[src/rtl/pmod_mic_capture.sv]
// SPI master and 16-clock deserializer for the PmodMIC ADC (4 leading zeros, 12-bit sample MSB first).
// Optional peak-magnitude hold is enabled by defining MIC_PEAK_HOLD_EN.
module pmod_mic_capture #(
  parameter int CLK_DIV       = 4,
  parameter int SAMPLE_PERIOD = 2268
) (
  input  logic        clk,
  input  logic        rst,
  output logic        sclk,
  output logic        cs_n,
  input  logic        miso,
  output logic [11:0] sample,
  output logic        sample_valid,
  output logic        frame_err,
  output logic        overrun,
  output logic        busy,
`ifdef MIC_PEAK_HOLD_EN
  output logic [10:0] peak,
  input  logic        peak_clr,
`endif
  output logic [1:0]  state_dbg
);

  localparam int PW = $clog2(SAMPLE_PERIOD);
  localparam int DW = $clog2(CLK_DIV);
  localparam logic [PW-1:0] PER_LAST = PW'(SAMPLE_PERIOD - 1);
  localparam logic [DW-1:0] DIV_LAST = DW'(CLK_DIV - 1);

  typedef enum logic [1:0] {IDLE, LEAD, SHIFT, DONE} state_e;

  state_e        state_q, state_d;
  logic [PW-1:0] per_q, per_d;
  logic [DW-1:0] div_q, div_d;
  logic [3:0]    bit_q, bit_d;
  logic [15:0]   shift_q, shift_d;
  logic          sclk_q, sclk_d;
  logic          cs_n_q, cs_n_d;
  logic          busy_q, busy_d;
  logic [11:0]   sample_q, sample_d;
  logic          valid_q, valid_d;
  logic          ferr_q, ferr_d;
  logic          ovr_q, ovr_d;

  logic tick, div_end, rise;

  assign tick    = (per_q == PER_LAST);
  assign div_end = (div_q == DIV_LAST);
  // A rising sclk edge is the clk edge that ends a low half-period.
  assign rise    = (state_q == SHIFT) && div_end && !sclk_q;

  always_ff @(posedge clk) begin
    if (rst) begin
      state_q  <= IDLE;
      per_q    <= '0;
      div_q    <= '0;
      bit_q    <= '0;
      shift_q  <= '0;
      sclk_q   <= 1'b1;
      cs_n_q   <= 1'b1;
      busy_q   <= 1'b0;
      sample_q <= '0;
      valid_q  <= 1'b0;
      ferr_q   <= 1'b0;
      ovr_q    <= 1'b0;
    end else begin
      state_q  <= state_d;
      per_q    <= per_d;
      div_q    <= div_d;
      bit_q    <= bit_d;
      shift_q  <= shift_d;
      sclk_q   <= sclk_d;
      cs_n_q   <= cs_n_d;
      busy_q   <= busy_d;
      sample_q <= sample_d;
      valid_q  <= valid_d;
      ferr_q   <= ferr_d;
      ovr_q    <= ovr_d;
    end
  end

  always_comb begin
    state_d = state_q;
    case (state_q)
      IDLE:    if (tick) state_d = LEAD;
      LEAD:    if (div_end) state_d = SHIFT;
      SHIFT:   if (rise && bit_q == 4'd15) state_d = DONE;
      default: state_d = IDLE;
    endcase
  end

  always_comb begin
    per_d    = tick ? '0 : per_q + PW'(1);
    ovr_d    = ovr_q | (tick && state_q != IDLE);
    div_d    = div_q;
    bit_d    = bit_q;
    shift_d  = shift_q;
    sclk_d   = sclk_q;
    cs_n_d   = cs_n_q;
    busy_d   = busy_q;
    sample_d = sample_q;
    ferr_d   = ferr_q;
    valid_d  = 1'b0;
    case (state_q)
      IDLE: begin
        div_d = '0;
        bit_d = '0;
        if (tick) begin
          cs_n_d = 1'b0;
          busy_d = 1'b1;
        end
      end
      LEAD: begin
        div_d = div_end ? '0 : div_q + DW'(1);
        if (div_end) sclk_d = 1'b0;
      end
      SHIFT: begin
        div_d = div_end ? '0 : div_q + DW'(1);
        if (div_end) sclk_d = ~sclk_q;
        if (rise) begin
          shift_d = {shift_q[14:0], miso};
          bit_d   = bit_q + 4'd1;
        end
      end
      default: begin
        div_d    = '0;
        bit_d    = '0;
        cs_n_d   = 1'b1;
        busy_d   = 1'b0;
        sample_d = shift_q[11:0];
        ferr_d   = |shift_q[15:12];
        valid_d  = 1'b1;
      end
    endcase
  end

  assign sclk         = sclk_q;
  assign cs_n         = cs_n_q;
  assign busy         = busy_q;
  assign sample       = sample_q;
  assign sample_valid = valid_q;
  assign frame_err    = ferr_q;
  assign overrun      = ovr_q;
  assign state_dbg    = state_q;

`ifdef MIC_PEAK_HOLD_EN
  logic [10:0] peak_q, peak_d, mag;
  logic [11:0] below;

  // Distance from mid-scale; 2048 below mid-scale clamps to 2047.
  always_comb begin
    below = 12'd2048 - sample_q;
    if (sample_q[11])   mag = sample_q[10:0];
    else if (below[11]) mag = 11'h7ff;
    else                mag = below[10:0];
    peak_d = peak_q;
    if (peak_clr)                      peak_d = '0;
    else if (valid_q && mag > peak_q)  peak_d = mag;
  end

  always_ff @(posedge clk) begin
    if (rst) peak_q <= '0;
    else     peak_q <= peak_d;
  end

  assign peak = peak_q;
`endif

endmodule
[config.mk]
export PLATFORM = sky130hd
export DESIGN_NAME = pmod_mic_capture
export DESIGN_NICKNAME = d
export VERILOG_FILES = /design/src/rtl/pmod_mic_capture.sv
export SDC_FILE = /design/constraint.sdc
export NUM_CORES = 1
export LEC_CHECK = 0
export CELL_PAD_IN_SITES_DETAIL_PLACEMENT = 1
export CELL_PAD_IN_SITES_GLOBAL_PLACEMENT = 1
export CORE_MARGIN = 4
export CORE_UTILIZATION = 40
export CTS_CLUSTER_SIZE = 16
export DETAILED_ROUTE_END_ITERATION = 6
export PLACE_DENSITY_LB_ADDON = 0.05
export RECOVER_POWER = 25
export SETUP_SLACK_MARGIN = 0.02
export SYNTH_ARGS = -nofsm -noshare
export SYNTH_HDL_FRONTEND = slang
export SYNTH_SLANG_ARGS = --single-unit
[constraint.sdc]
create_clock -name clk -period 6 [get_ports clk]
set_clock_uncertainty 0.1 [all_clocks]
set_input_delay 1.2 -clock clk [delete_from_list [all_inputs] [get_ports clk]]
set_output_delay 1.2 -clock clk [all_outputs]
set_load 0.02 [all_outputs]
### Word level (Yosys, flattened, before mapping)

Index checks and enable logic that the tools add are counted.

| word-level totals | value |
|---|---|
| bits in registers | 54 |
| logic and storage cells | 61 |

| cells by class | value |
|---|---|
| mux-type cells | 14 |
| reduce and logical (&&, ||, !) cells | 18 |
| eq/ne operators | 10 |
| $add $sub $neg | 3 |
| bitwise gates (word level) | 4 |

Operator list:

| kind | number |
|---|---|
| adder 12 x 1 -> 12 bit (second input constant) | 1 |
| equality test 12 bit (second input constant) | 1 |
| != test 2 bit (second input constant) | 4 |
| case mux 4 bit (2 select lines) | 1 |
| two-way mux 2 bit | 3 |
| case mux 1 bit (2 select lines) | 3 |
| case mux 2 bit (3 select lines) | 1 |
| AND reduction 2 bit | 3 |
| AND reduction 3 bit | 2 |
| OR reduction 3 bit | 2 |
| two-way mux 1 bit | 5 |
| adder 4 x 1 -> 4 bit (second input constant) | 1 |
| equality test 2 bit (second input constant) | 2 |
| equality test 4 bit (second input constant) | 1 |
| logical AND 1 bit | 4 |
| two-way mux 4 bit | 1 |
| nonzero test 2 bit | 2 |
| OR reduction 2 bit | 2 |
| OR reduction 4 bit | 1 |
| inverter 1 bit | 3 |
| adder 2 x 1 -> 2 bit (second input constant) | 1 |
| equality test 2 x 1 -> 1 bit (second input constant) | 1 |
| zero test 2 bit | 1 |
| != test 2 x 1 -> 1 bit (second input constant) | 1 |
| 2 further kinds | 2 |

### Longest topological paths before layout

| logic depth | value |
|---|---|
| depth after elaboration | 6 |
| mapped depth | 8 |
| depth with buffers taken out | 6 |

### Least setup slack after synthesis

No wires, ideal clock.

| timing path | value |
|---|---|
| path kind | input -> register |
| start | in rst |
| end | reg sample_q[10] (netlist: sample[10]) |
| path slack | 3772 ps |
| setup time | 128 ps |
| cell stages on the path | 4 |
| arrival | 2001 ps |
| cells stage by stage | clkbuf_1 -> clkbuf_1 -> clkbuf_1 -> nor2_1 |

RTL lines:

| element | RTL line | source |
|---|---|---|
| start: declaration | 8 | `input logic rst,` |
| end signal: assignment | 74 | `sample_q <= sample_d;` |
| end: declaration | 39 | `logic [11:0] sample_q, sample_d;` |

No word-level cell between the ends.

### Final worst setup path

| timing path | value |
|---|---|
| start | in rst |
| end | reg per_q[3] |

| between the ends | value |
|---|---|
| word-level cells in the longest chain between the ends | 1 |

Ends and longest elaborated chain:

| element | RTL line | source |
|---|---|---|
| OR reduction 2 bit (no line) | - |  |
| end signal: assignment | 67 | `per_q <= per_d;` |
| end: declaration | 32 | `logic [PW-1:0] per_q, per_d;` |

Every way passes these cells.
A chain may end at the register's enable or synchronous reset.

==> run_results.csv <==
group,metric,value,unit
clock_tree,clkLatencyLatePin,0.30,ns
routing,routedWlPerCell,12.9,um
floorplanning,coreArea,0.00514,mm2
timing,fin_tns_setup,0,ns
pwr,power.share.clock,37.3,%
finish,seq_area,0.00108,mm2
clock_tree,ctsResizeCount,0,
floorplanning,initial_core_util,41.6,%
routing,initialDrtViolationCount,64,
global_route,track_usage,14.5,%
pwr,peakVddDrop,127,uV
routing,drc,0,
timing,fmax,0.284,GHz
clock_tree,cts_tree,"yes",
logic_synthesis,async_flop_share,0,%
global_route,gr-total-overflow,0,
routing,routed_wl,4200,um
logic_synthesis,synth_enable_flop_cells,0,
pwr,power_density,238,mW/mm2
logic_synthesis,synth_area,0.00214,mm2
worst_setup_path,crit_path_start_kind,"input pin",
pwr,pwr-share-comb,1.9,%
finish,final_cell_mix,"54 x dfxtp_1, 36 x nor2_1, 35 x nand2_1",
worst_setup_path,arrival,3.59,ns
timing,rsz0062_at_grt,"false",
routing,via_count,1590,
clock_tree,ctsHoldBuffers,0,
global_route,grt_max_degree,44,
clock_tree,cts_made_buffers,5,
logic_synthesis,yosys.area.top_type,"dfxtp_1",
global_route,grt_pass1_vias,1568,
timing,tightest_slew,1.82,ns
finish,final_area,0.00250,mm2
logic_synthesis,synth_area_leaders,"dfxtp_1 51%, nor2_1 6.3%, nand2_1 6.1%, mux2i_1 6.1%, a21oi_1 4.4%",
logic_synthesis,ys.flop_type,"dfxtp_1",
timing,setup_viol,0,
worst_setup_path,worstSetupEndpointType,"register",
timing,hold_violations,0,
pwr,switching_share,21.1,%
timing,fin_crit_sh,58.7,%
placed_design,place.port_buffers,22,
clock_tree,post-cts-setup-buffer-count,0,
finish,diodes,0,
floorplanning,die_area,0.00658,mm2
logic_synthesis,yosysUniqueCellTypes,35,
worst_setup_path,crit_path_start,"rst",
placed_design,place_hpwl,2870,um
pwr,switchingPower,126,uW
worst_setup_path,worstReg2RegStart,"state_dbg[0]",
logic_synthesis,netlist.area_leader.share,50.6,%
clock_tree,htree_levels,2,
floorplanning,die_h,81.1,um
clock_tree,clkTransAtPathRegs,0.08,ns
routing,ant_nets,0,
logic_synthesis,syn_nets,247,
routing,vias_per_cell,4.89,
global_route,antenna_found_initial,0,
logic_synthesis,ys_warn_count,0,
floorplanning,fp.dieW,81.1,um
finish,multi_input_area,987,um2
placed_design,placed_area,0.00240,mm2
flow_run,maxCapViolations,1,
logic_synthesis,syn_area_per_cell,9.02,um2
pwr,intPower,469,uW
worst_setup_path,setup.worst_path.class,"in -> reg",
clock_tree,clkSinkCount,54,
finish,final_common_cell,"dfxtp_1",
timing,maxSlewViolCount,44,
timing,min_period,3.52,ns
placed_design,gp_congestion,0.737,
min_path,hp-class,"reg -> reg",
timing,slew_headroom,-21.6,%
floorplanning,io_pins,23,
logic_synthesis,ys_seq_elements,54,
status,status,"finished with violations",
status,violations,"capacitance limit, slew limit",
clock_tree,clockRootBuffer,"clkbuf_8",
routing,drtPass1Iterations,6,
finish,drive_above_1_share,4.31,%
finish,nFillCells,628,
min_path,hp-start,"div_q[0]",
pwr,leakagePower,0.000832,uW
logic_synthesis,syn_inst,237,
worst_setup_path,critPathMaxFanout,43,
logic_synthesis,synth-seq-area-share,50.6,%
worst_setup_path,crit_required,6.07,ns
floorplanning,std_cell_rows,26,
finish,nNetsFinal,264,
finish,areaGrowthSynthToFinish,17.2,%
global_route,grt_pass1_wl,7470,um
clock_tree,cts_buffer_depth,2,
pwr,power_frac_seq,60.8,%
synthesized netlist by cell type (all sizes together) (2+ instances only):
cell type and count:
o21ai 4, nand3b 2, nor2 36, or4 2
mux2i 13, dfxtp 54, xor2 2, a21oi 19
buf 2, nand4 2, clkbuf 11, nor2b 3
nand2b 3, nand2 35, inv 5, nand3 6
o21a 3, nor4 2, nor3 5, xnor2 8
ha 7
metrics by stage:
step                      total power (uW)  instances  worst slack (ns)  utilization [%]  hold slack, ns
after floorplan                        378        237              3.77                -           0.307
after global placement                 382        317              3.20             46.7           0.325
after detailed placement               382        317              3.17             46.7           0.331
after CTS                              608        325              3.30             48.8           0.344
after global routing                   623        325              2.23             48.7           0.377
final                                  595        325              2.48             48.7           0.334
power by group through the flow:
stage	clock (uW)	sequential (uW)	combinational [uW]
after global routing	248	362	12.8
after CTS	234	362	12.0
after floorplan	0	370	8.61
final	222	362	11.2
after global placement	0	370	11.7
after detailed placement	0	370	11.9
final timing paths:
path | slack [ns] | cells past startpoint | to
worst max-delay path | 2.48 | 4 | per_q[3]
worst min-delay path | 0.33 | 1 | div_q[0]
worst max register to register | 3.50 | 5 | bit_q[3]
worst min register to register | 0.33 | 1 | div_q[0]
sequential cells by signal (all words and copies together), names as in the netlist, 2 cells and up:
signal,count
bit_q,4
shift_q,16
state_dbg,2
per_q,12
sample,12
div_q,2
final cells by class:
type	count	area share, %
repair buffers	23	8.95
clock buffers	7	3.85
multi-input cells	165	39.4
flip-flops and latches	54	43.2
clock inverters	1	0.350
inverters	5	0.750
well taps	70	3.50
layer usage:
metal / wire length (um) / track usage [%]
met3: 92 / 3.99
met2: 1860 / 22.5
met4: 32 / 4.05
met1: 2210 / 19.7
met5: 0 / 0
worst max-delay path, cell delays in order:
cell and delay, ns:
dlygate4sd3_1 0.52, clkbuf_1 1.30, or2b_1 0.47, nor2_1 0.09
cell families (layout without fill, tap and decap cells):
kind of cell / after synthesis / after routing / synth area share [%]
AO/OA/AOI/OAI: 33 / 33 / 9.95
buffers and inverters: 18 / 36 / 3.22
multiplexers: 13 / 13 / 6.09
flip-flops: 54 / 54 / 50.6
AND/OR/NAND/NOR: 102 / 102 / 22.0
XOR/XNOR: 10 / 10 / 4.10
adder cells (fa/ha/maj): 7 / 7 / 4.10
Power figures use the tool's default switching activity.
